==> src/rtl/rng_range_draw.sv <==
// rng_range_draw
//   Turns the raw byte stream of an 8-bit LFSR into values that are uniformly
//   distributed in [0, limit-1]. It uses rejection sampling. The LFSR is
//   advanced only while a sample is being evaluated. Results queue in a small
//   FIFO that the consumer reads through a valid/ready handshake.
//
// Ports
//   clock        rising-edge clock for all state
//   reset_n      synchronous, active-low reset
//   enable       permit starting a new draw while the FIFO has space
//   flush        synchronous clear of the FIFO; aborts a draw in flight
//   limit        range bound (0 encodes 256)
//   rng_q        current LFSR register value
//   rng_step     shift-enable for the LFSR (high in every SAMPLE cycle)
//   out_valid    FIFO head is valid
//   out_ready    consumer accepts the head this cycle
//   out_data     head value, always < the limit it was drawn against
//   out_fallback head value came from the fallback path
//   count        FIFO occupancy
//   rng_zero     sticky flag: rng_q was 0 while sampling (LFSR lock-up)
module rng_range_draw #(
  parameter int DEPTH     = 4,
  parameter int MAX_TRIES = 16
) (
  input  logic                     clock,
  input  logic                     reset_n,
  input  logic                     enable,
  input  logic                     flush,
  input  logic [7:0]               limit,
  input  logic [7:0]               rng_q,
  output logic                     rng_step,
  output logic                     out_valid,
  input  logic                     out_ready,
  output logic [7:0]               out_data,
  output logic                     out_fallback,
  output logic [$clog2(DEPTH):0]   count,
  output logic                     rng_zero
);

  localparam int AW = $clog2(DEPTH);
  localparam int TW = $clog2(MAX_TRIES + 1);
  localparam logic [AW:0]   CNT_FULL  = DEPTH[AW:0];
  localparam logic [TW-1:0] LAST_TRY  = TW'(MAX_TRIES - 1);

  typedef enum logic {IDLE, SAMPLE} state_t;

  // Smallest 2^k-1 that covers lim-1. lim is given as its low byte: 0 means
  // 256, and 0-1 wraps to 0xFF, which is the mask that 256 needs.
  function automatic logic [7:0] range_mask(input logic [7:0] lim_lo);
    logic [7:0] x;
    x = lim_lo - 8'd1;
    x = x | (x >> 1);
    x = x | (x >> 2);
    x = x | (x >> 4);
    return x;
  endfunction

  state_t          state_q, state_d;
  logic [8:0]      lim_q, lim_d;
  logic [TW-1:0]   tries_q, tries_d;
  logic [AW-1:0]   wr_ptr_q, rd_ptr_q;
  logic [AW:0]     count_q;
  logic [8:0]      mem_q [DEPTH];
  logic [7:0]      hold_data_q;
  logic            hold_fb_q;
  logic            zero_q;

  logic [7:0]      cand;
  logic            accept;
  logic [7:0]      fb_val;
  logic            push, pop;
  logic [7:0]      push_data;
  logic            push_fb;

  // Range reduction on the live LFSR value against the latched bound.
  always_comb begin
    cand   = rng_q & range_mask(lim_q[7:0]);
    accept = ({1'b0, cand} < lim_q);
    // Used only when rejected. In that case L < 256, and because mask < 2L,
    // cand - L fits below L.
    fb_val = cand - lim_q[7:0];
  end

  // Draw FSM: next state and push request.
  always_comb begin
    state_d   = state_q;
    lim_d     = lim_q;
    tries_d   = tries_q;
    push      = 1'b0;
    push_data = cand;
    push_fb   = 1'b0;
    case (state_q)
      IDLE: begin
        if (enable && (count_q != CNT_FULL)) begin
          lim_d   = (limit == 8'd0) ? 9'd256 : {1'b0, limit};
          tries_d = '0;
          state_d = SAMPLE;
        end
      end
      SAMPLE: begin
        if (accept) begin
          push    = 1'b1;
          state_d = IDLE;
        end else if (tries_q == LAST_TRY) begin
          push      = 1'b1;
          push_data = fb_val;
          push_fb   = 1'b1;
          state_d   = IDLE;
        end else begin
          tries_d = tries_q + 1'b1;
        end
      end
      default: state_d = IDLE;
    endcase
    if (flush) begin
      state_d = IDLE;
      push    = 1'b0;
    end
  end

  assign rng_step  = (state_q == SAMPLE);
  assign out_valid = (count_q != '0);
  assign pop       = out_valid && out_ready && !flush;
  assign count     = count_q;
  assign rng_zero  = zero_q;

  // When the FIFO is empty, the outputs repeat the last value shown.
  assign out_data     = out_valid ? mem_q[rd_ptr_q][7:0] : hold_data_q;
  assign out_fallback = out_valid ? mem_q[rd_ptr_q][8]   : hold_fb_q;

  // Control state and FIFO bookkeeping.
  always_ff @(posedge clock) begin
    if (!reset_n) begin
      state_q     <= IDLE;
      tries_q     <= '0;
      wr_ptr_q    <= '0;
      rd_ptr_q    <= '0;
      count_q     <= '0;
      zero_q      <= 1'b0;
      hold_data_q <= 8'd0;
      hold_fb_q   <= 1'b0;
    end else begin
      state_q     <= state_d;
      tries_q     <= tries_d;
      hold_data_q <= out_data;
      hold_fb_q   <= out_fallback;
      if (flush) begin
        wr_ptr_q <= '0;
        rd_ptr_q <= '0;
        count_q  <= '0;
      end else begin
        if (push) wr_ptr_q <= wr_ptr_q + 1'b1;
        if (pop)  rd_ptr_q <= rd_ptr_q + 1'b1;
        case ({push, pop})
          2'b10:   count_q <= count_q + 1'b1;
          2'b01:   count_q <= count_q - 1'b1;
          default: count_q <= count_q;
        endcase
      end
      if ((state_q == SAMPLE) && (rng_q == 8'd0) && !flush) zero_q <= 1'b1;
    end
  end

  // Datapath storage: the latched bound and the FIFO entries.
  always_ff @(posedge clock) begin
    lim_q <= lim_d;
    if (push) mem_q[wr_ptr_q] <= {push_fb, push_data};
  end

endmodule

==> config.mk <==
export PLATFORM = sky130hd
export DESIGN_NAME = rng_range_draw
export DESIGN_NICKNAME = d
export VERILOG_FILES = /design/src/rtl/rng_range_draw.sv
export SDC_FILE = /design/constraint.sdc
export NUM_CORES = 1
export LEC_CHECK = 0
export BUFFER_PORTS_ARGS = -buffer_cell sky130_fd_sc_hd__buf_4
export CAP_MARGIN = 10
export CORE_ASPECT_RATIO = 1.25
export CORE_MARGIN = 3
export CORE_UTILIZATION = 60
export CTS_CLUSTER_SIZE = 30
export DETAILED_ROUTE_END_ITERATION = 8
export GPL_ROUTABILITY_DRIVEN = 1
export HOLD_SLACK_MARGIN = 0.1
export PLACE_DENSITY = 0.81
export SYNTH_ARGS = -nofsm -noshare
export SYNTH_HDL_FRONTEND = slang
export SYNTH_SLANG_ARGS = --single-unit
==> constraint.sdc <==
create_clock -name clock -period 11.1 [get_ports clock]
set_input_delay 3.33 -clock clock [delete_from_list [all_inputs] [get_ports clock]]
set_output_delay 3.33 -clock clock [all_outputs]
set_load 0.02 [all_outputs]
==> impl_metrics.env, run 1 <==
export IMPL_status="finished clean"
export IMPL_grt_max_degree=17
export IMPL_startpoint="rng_q[1]"
export IMPL_grt_remaining_overflow=0
export IMPL_critPathCaptureType="flip-flop"
export IMPL_routed_via_density=5.82
export IMPL_post_route_period_util=0.544
export IMPL_syn_to_final_growth_pct=14.2
export IMPL_die_w_um=75.4
export IMPL_via_count=2334
export IMPL_dpl_worst_slack_ns=4.73
export IMPL_finClkSkew_ns=0.00957
export IMPL_p_per_area_nw_per_um2=132
export IMPL_die_area_um2=6990
export IMPL_min_from="tries_q[4]$_SDFFE_PN0P_"
export IMPL_fill_cells=404
export IMPL_ant_nets=0
export IMPL_grt_pass1_vias=2267
export IMPL_synth_edff_count=45
export IMPL_arrival_ns=6.31
export IMPL_placementRows=30
export IMPL_crit_end="count[2]$_SDFFE_PP0P_"
export IMPL_synth_cell_types=58
export IMPL_drive_gt1_frac=0.261
export IMPL_syn_num_nets=337
export IMPL_cts_setup_buffers=0
export IMPL_grt_usage=0.200
export IMPL_antenna_found_initial=0
export IMPL_io_buffers=35
export IMPL_num_io_pins=36
export IMPL_hold_path_class="flip-flop to flip-flop"
export IMPL_clk_pin_slew_worst_paths_ns=0.08
export IMPL_grt_pass1_wl_um=10300
export IMPL_r2r_start="lim_q[1]$_SDFFCE_PP0P_"
export IMPL_route_detailed_drc=0
export IMPL_finalHoldViolations=0
export IMPL_reg2reg_slack_ns=6.34
export IMPL_grt_setup_unrepaired="false"
export IMPL_cts_path_max_buffers=2
export IMPL_finalSetupViolations=0
export IMPL_place_hpwl_um=4970
export IMPL_clock_sinks=70
export IMPL_synth_seq_cells=70
export IMPL_avgSynthCellArea_um2=12.2
export IMPL_max_slew_worst_pin_slew_ns=0.891
export IMPL_maxSlewViolCount=0
export IMPL_numCtsBuffers=9
export IMPL_critPathLaunchType="input pin"
export IMPL_routedWlPerCell_um=16.3
export IMPL_cts_resized=0
export IMPL_rr_endpoint="count[2]$_SDFFE_PP0P_"
export IMPL_worstSetupPathType="input pin to flip-flop"
export IMPL_ys_flop_type="edfxtp_1"
export IMPL_root_buffer="clkbuf_8"
export IMPL_netlist_area_um2=3610
export IMPL_drtIter0Drc=70
export IMPL_insertedDiodeCount=0
export IMPL_reg2reg_depth=19
export IMPL_period_needed_ns=6.03
export IMPL_core_area_um2=5630
export IMPL_path_max_fanout=5
export IMPL_clkLatencyLatePin_ns=0.35
export IMPL_die_h_um=92.7
export IMPL_htreeDepth=3
export IMPL_wl_um=6540
export IMPL_required_ns=11.38
export IMPL_regArea_um2=1850
export IMPL_fmax_ghz=0.166
export IMPL_yosys_warnings=0
export IMPL_seq_area_frac_synth=0.513
export IMPL_cts_hold_fix_buffers=0
export IMPL_vdd_drop_max_mv=0.0669
export IMPL_setup_tns_ns=0
export IMPL_nets=372
export IMPL_multi_input_area_um2=1620
export IMPL_dr_pass1_iters=4
export IMPL_start_util=0.641
export IMPL_cts_tree="yes"
export IMPL_p_leak_nw=1.55
export IMPL_synthCells=297
export IMPL_maxCapViolCount=0
export IMPL_setup_slack_ns=5.07
export IMPL_gp_congestion=0.897
export IMPL_synthArstFlopShare=0
export IMPL_max_slew_margin_rel=0.406
## where the power goes
group | internal [W] | switching [W]
clock | 0.000107 | 0.0000957
combinational | 0.0000256 | 0.0000324
sequential | 0.000281 | 0.00000321
total | 0.000413 | 0.000131
## layout make-up
class                           instances  share of cell area
Sequential cell                        70               0.449
Clock buffer                           12              0.0428
Tap cell                               64              0.0194
Multi-Input combinational cell        189               0.393
Inverter                               26              0.0237
Timing Repair Buffer                   36              0.0655
Clock inverter                          4             0.00637
## worst max-delay path: stages
cell       delay [ns]
buf_4            0.11
o31ai_1          0.13
inv_1            0.10
ha_1             0.29
nor2b_2          0.18
o2111ai_2        0.21
a2111oi_4        0.54
nor4_2           0.13
inv_1            0.08
ha_1             0.19
inv_1            0.06
fa_1             0.37
xor2_1           0.16
or3_1            0.30
a21oi_1          0.13
## worst min path at each step
stage / to / slack [ns] / depth (start not counted)
after CTS: tries_q[4]$_SDFFE_PN0P_ / 0.47 / 2
after floorplan: tries_q[4]$_SDFFE_PN0P_ / 0.44 / 2
after global routing: tries_q[4]$_SDFFE_PN0P_ / 0.51 / 2
after global placement: tries_q[4]$_SDFFE_PN0P_ / 0.44 / 2
after detailed placement: tries_q[4]$_SDFFE_PN0P_ / 0.46 / 2
final: tries_q[4]$_SDFFE_PN0P_ / 0.46 / 2
## synthesized netlist by cell type (2+ instances only)
master,instances,area (µm²)
dfxtp_1,25,500
nand2_1,14,52.6
o41ai_1,2,17.5
or4_1,5,37.5
fa_1,2,40.0
nor4_2,2,25.0
inv_1,25,93.8
a21oi_1,9,45.0
o21ai_0,7,35.0
o31ai_1,4,30.0
mux2_2,13,146
ha_1,17,213
mux2i_1,9,90.1
mux4_2,9,203
nor2b_1,5,31.3
o311ai_0,2,17.5
nand2b_1,7,43.8
xnor2_1,6,52.6
and2_1,14,87.6
o21a_1,5,37.5
clkbuf_1,10,37.5
nor4_1,2,12.5
nor2_1,14,52.6
nand4_1,3,18.8
nand3_1,6,30.0
edfxtp_1,45,1350
xor2_1,4,35.0
## flip-flops by register name, indices dropped and copies added (netlist names), named ones only
| register | count |
|---|---|
| hold_data_q | 8 |
| tries_q | 5 |
| hold_fb_q | 1 |
| rd_ptr_q | 2 |
| lim_q | 9 |
| mem_q | 36 |
| count | 3 |
| rng_zero | 1 |
| rng_step | 1 |
| wr_ptr_q | 2 |
## through the flow
stage	std cells	hold WS [ns]	util	power, W	area (µm²)
2_1_floorplan	297	0.438	-	0.000330	3610
3_3_place_gp	385	0.445	0.696	0.000345	3920
3_5_place_dp	385	0.457	0.696	0.000347	3920
4_1_cts	401	0.467	0.732	0.000549	4120
5_1_grt	401	0.505	0.732	0.000566	4120
6_report	401	0.463	0.732	0.000544	4120
## per-layer routing
layer,track usage,share of wire,vias up
li1,-,-,1165
met1,0.225,0.42,1103
met2,0.339,0.51,51
met3,0.0423,0.031,15
met4,0.111,0.034,0
met5,0,0,-
## cell usage in the layout, fill, tap and decap left out, types with 4 or more instances in the layout
master and count:
o31ai_1 4, a21oi_1 9, nor2b_1 5, ha_1 17
mux2i_1 9, clkbuf_8 11, and2_1 14, or4_1 5
inv_1 25, nand2b_1 7, mux4_2 9, mux2_2 13
xor2_1 4, edfxtp_1 45, xnor2_1 6, nor2_1 14
nand2_1 14, dfxtp_1 25, o21a_1 5, buf_4 36
nand3_1 6, o21ai_0 7
## cells by family after synthesis
group | after synthesis | synth area share
buffers and inverters | 38 | 0.0398
XOR/XNOR | 10 | 0.0243
adder cells (fa/ha/maj) | 19 | 0.0700
flip-flops | 70 | 0.513
AND/OR/NAND/NOR | 84 | 0.134
AO/OA/AOI/OAI | 45 | 0.0977
multiplexers | 31 | 0.122
Note: power is estimated with default switching activity, not from simulation.
==> run 2, diff against run 1 <==
--- a/config.mk
+++ b/config.mk
@@ -5,16 +5,17 @@
 export SDC_FILE = /design/constraint.sdc
 export NUM_CORES = 1
 export LEC_CHECK = 0
+export ABC_AREA = 1
 export BUFFER_PORTS_ARGS = -buffer_cell sky130_fd_sc_hd__buf_4
 export CAP_MARGIN = 10
 export CORE_ASPECT_RATIO = 1.25
 export CORE_MARGIN = 3
-export CORE_UTILIZATION = 60
+export CORE_UTILIZATION = 59
 export CTS_CLUSTER_SIZE = 30
 export DETAILED_ROUTE_END_ITERATION = 8
 export GPL_ROUTABILITY_DRIVEN = 1
 export HOLD_SLACK_MARGIN = 0.1
-export PLACE_DENSITY = 0.81
+export PLACE_DENSITY = 0.8
 export SYNTH_ARGS = -nofsm -noshare
 export SYNTH_HDL_FRONTEND = slang
 export SYNTH_SLANG_ARGS = --single-unit
==> constraint.sdc (replaced) <==
create_clock -name clock -period 5.6 [get_ports clock]
set_input_delay 1.68 -clock clock [delete_from_list [all_inputs] [get_ports clock]]
set_output_delay 1.68 -clock clock [all_outputs]
set_load 0.02 [all_outputs]
==> run 2 against run 1 <==
Clock power up 90%. First-iteration DRC count rose by 110%. Via count grew 23%. Critical endpoint unchanged. Largest power group unchanged.
==> impl_metrics.env, run 2 <==
export IMPL_final_cells=532
export IMPL_arrival_ns=4.17
export IMPL_antenna_found_initial=0
export IMPL_seqPwrFrac=0.523
export IMPL_grt_max_degree=20
export IMPL_die_area_um2=7180
export IMPL_root_buffer="clkbuf_8"
export IMPL_final_common_cell="nand2_1"
export IMPL_cts_setup_buffers=0
export IMPL_placementRows=31
export IMPL_critPathCaptureType="flip-flop"
export IMPL_ant_nets=0
export IMPL_grt_usage=0.226
export IMPL_period_needed_ns=3.89
export IMPL_path_max_fanout=9
export IMPL_sw_frac_of_total=0.255
export IMPL_place_area_um2=3960
export IMPL_setup_tns_ns=0
export IMPL_max_slew_margin_rel=0.379
export IMPL_netlist_area_um2=3650
export IMPL_insertedDiodeCount=0
export IMPL_grt_setup_unrepaired="false"
export IMPL_maxSlewViolCount=0
export IMPL_cts_hold_fix_buffers=0
export IMPL_synth_common_cells="nand2_1 (87), nor2_1 (54), edfxtp_1 (45), inv_1 (43), dfxtp_1 (25)"
export IMPL_final_area_um2=4150
export IMPL_start_util=0.620
export IMPL_synth_most_common_cell="nand2_1"
export IMPL_core_area_um2=5900
export IMPL_max_slew_worst_pin_slew_ns=0.928
export IMPL_drtIter0Drc=147
export IMPL_total_power_w=0.00108
export IMPL_clock_sinks=70
export IMPL_hold_path_class="flip-flop to flip-flop"
export IMPL_num_io_pins=36
export IMPL_synth_area_top_cells="edfxtp_1 (37%), dfxtp_1 (14%), nand2_1 (8.9%)"
export IMPL_clk_pin_slew_worst_paths_ns=0.07
export IMPL_p_leak_nw=1.80
export IMPL_wl_um=7690
export IMPL_synth_top_cell_area_share=0.370
export IMPL_die_w_um=76.4
export IMPL_finClkSkew_ns=0.0154
export IMPL_htreeDepth=3
export IMPL_status="finished clean"
export IMPL_required_ns=5.88
export IMPL_largest_register="mem_q"
export IMPL_power_internal_w=0.000804
export IMPL_post_route_period_util=0.694
export IMPL_die_h_um=94.0
export IMPL_finalHoldViolations=0
export IMPL_grt_pass1_vias=2761
export IMPL_synthCells=414
export IMPL_clkLatencyLatePin_ns=0.35
export IMPL_route_detailed_drc=0
export IMPL_avgSynthCellArea_um2=8.83
export IMPL_synth_cell_types=42
export IMPL_reg_top3="mem_q (36), lim_q (9), hold_data_q (8)"
export IMPL_drive_gt1_frac=0.160
export IMPL_critPathLaunchType="input pin"
export IMPL_cts_tree="yes"
export IMPL_place_hpwl_um=5790
export IMPL_synth_top_cell_by_area="edfxtp_1"
export IMPL_grt_remaining_overflow=0
export IMPL_clockPowerShare=0.358
export IMPL_routed_via_density=5.41
export IMPL_finalSetupViolations=0
export IMPL_gp_congestion=0.941
export IMPL_via_count=2878
export IMPL_layout_common_cells="nand2_1 (87), nor2_1 (54), edfxtp_1 (45), inv_1 (43), buf_4 (35)"
export IMPL_routedWlPerCell_um=14.5
export IMPL_io_buffers=35
export IMPL_syn_num_nets=454
export IMPL_p_per_area_nw_per_um2=260
export IMPL_dp_cells=516
export IMPL_synthArstFlopShare=0
export IMPL_grt_pass1_wl_um=12400
export IMPL_dr_pass1_iters=5
export IMPL_worstSetupPathType="input pin to flip-flop"
export IMPL_cts_resized=0
export IMPL_numCtsBuffers=9
export IMPL_vdd_drop_max_mv=0.220
export IMPL_synth_seq_cells=70
export IMPL_hold_ws_ns=0.469
export IMPL_ys_flop_type="edfxtp_1"
export IMPL_seq_area_frac_synth=0.507
export IMPL_maxCapViolCount=0
export IMPL_syn_to_final_growth_pct=13.6
export IMPL_cts_path_max_buffers=2
export IMPL_largest_reg_flops=36
export IMPL_p_sw_w=0.000275
export IMPL_synth_edff_count=45
export IMPL_pwr_share_comb=0.119
export IMPL_nets=485
export IMPL_yosys_warnings=0
export IMPL_fmax_ghz=0.257
run 2: cells by family after synthesis:
family | Yosys count | share of synthesized area
AO/OA/AOI/OAI | 61 | 0.0983
XOR/XNOR | 7 | 0.0168
adder cells (fa/ha/maj) | 19 | 0.0692
buffers and inverters | 63 | 0.0674
flip-flops | 70 | 0.507
AND/OR/NAND/NOR | 194 | 0.242
run 2: path summary, 6_finish.rpt:
check / endpoint / cells past startpoint / slack [ns] / start
worst max-delay path: count[2]$_SDFFE_PP0P_ / 17 / 1.71 / rng_q[5]
worst min-delay path: tries_q[4]$_SDFFE_PN0P_ / 2 / 0.47 / tries_q[4]$_SDFFE_PN0P_
worst max register to register: count[2]$_SDFFE_PP0P_ / 22 / 1.82 / lim_q[1]$_SDFFCE_PP0P_
worst min register to register: tries_q[4]$_SDFFE_PN0P_ / 2 / 0.47 / tries_q[4]$_SDFFE_PN0P_
run 2: cell type report:
type / count / area (µm²)
Clock buffer: 11 / 163
Tap cell: 82 / 103
Clock inverter: 5 / 31.3
Timing Repair Buffer: 35 / 263
Sequential cell: 70 / 1850
Inverter: 48 / 183
Multi-Input combinational cell: 281 / 1560
Fill cell: 470 / 1750
run 2: stage by stage:
step / util / setup slack [ns]
after floorplan: - / 1.76
after global placement: 0.671 / 1.48
after detailed placement: 0.671 / 1.38
after CTS: 0.704 / 1.73
after global routing: 0.704 / 1.43
final: 0.704 / 1.71
run 2: critical path, stage by stage:
cell and delay [ns]:
buf_4 0.11, o21ai_0 0.11, inv_1 0.08, ha_1 0.39
nand2_2 0.10, nor2_4 0.14, nand3_2 0.11, nand3_4 0.14
nand2_2 0.07, nand2_4 0.10, ha_1 0.16, inv_1 0.07
fa_1 0.38, a21oi_1 0.15, o21a_1 0.15, o21ai_0 0.07
a21oi_1 0.15
run 2: power by group through the flow:
stage | clock network [W] | registers [W] | logic (W)
finish | 0.000386 | 0.000565 | 0.000128
detailed placement | 0 | 0.000576 | 0.000128
floorplan | 0 | 0.000575 | 0.0000898
global placement | 0 | 0.000575 | 0.000125
global route | 0.000407 | 0.000565 | 0.000144
CTS | 0.000390 | 0.000564 | 0.000129
run 2: layer usage:
layer,vias up,share of wire,global-route usage
li1,1448,-,-
met1,1348,0.38,0.227
met2,66,0.55,0.438
met3,16,0.035,0.0422
met4,0,0.033,0.118
met5,-,0,0
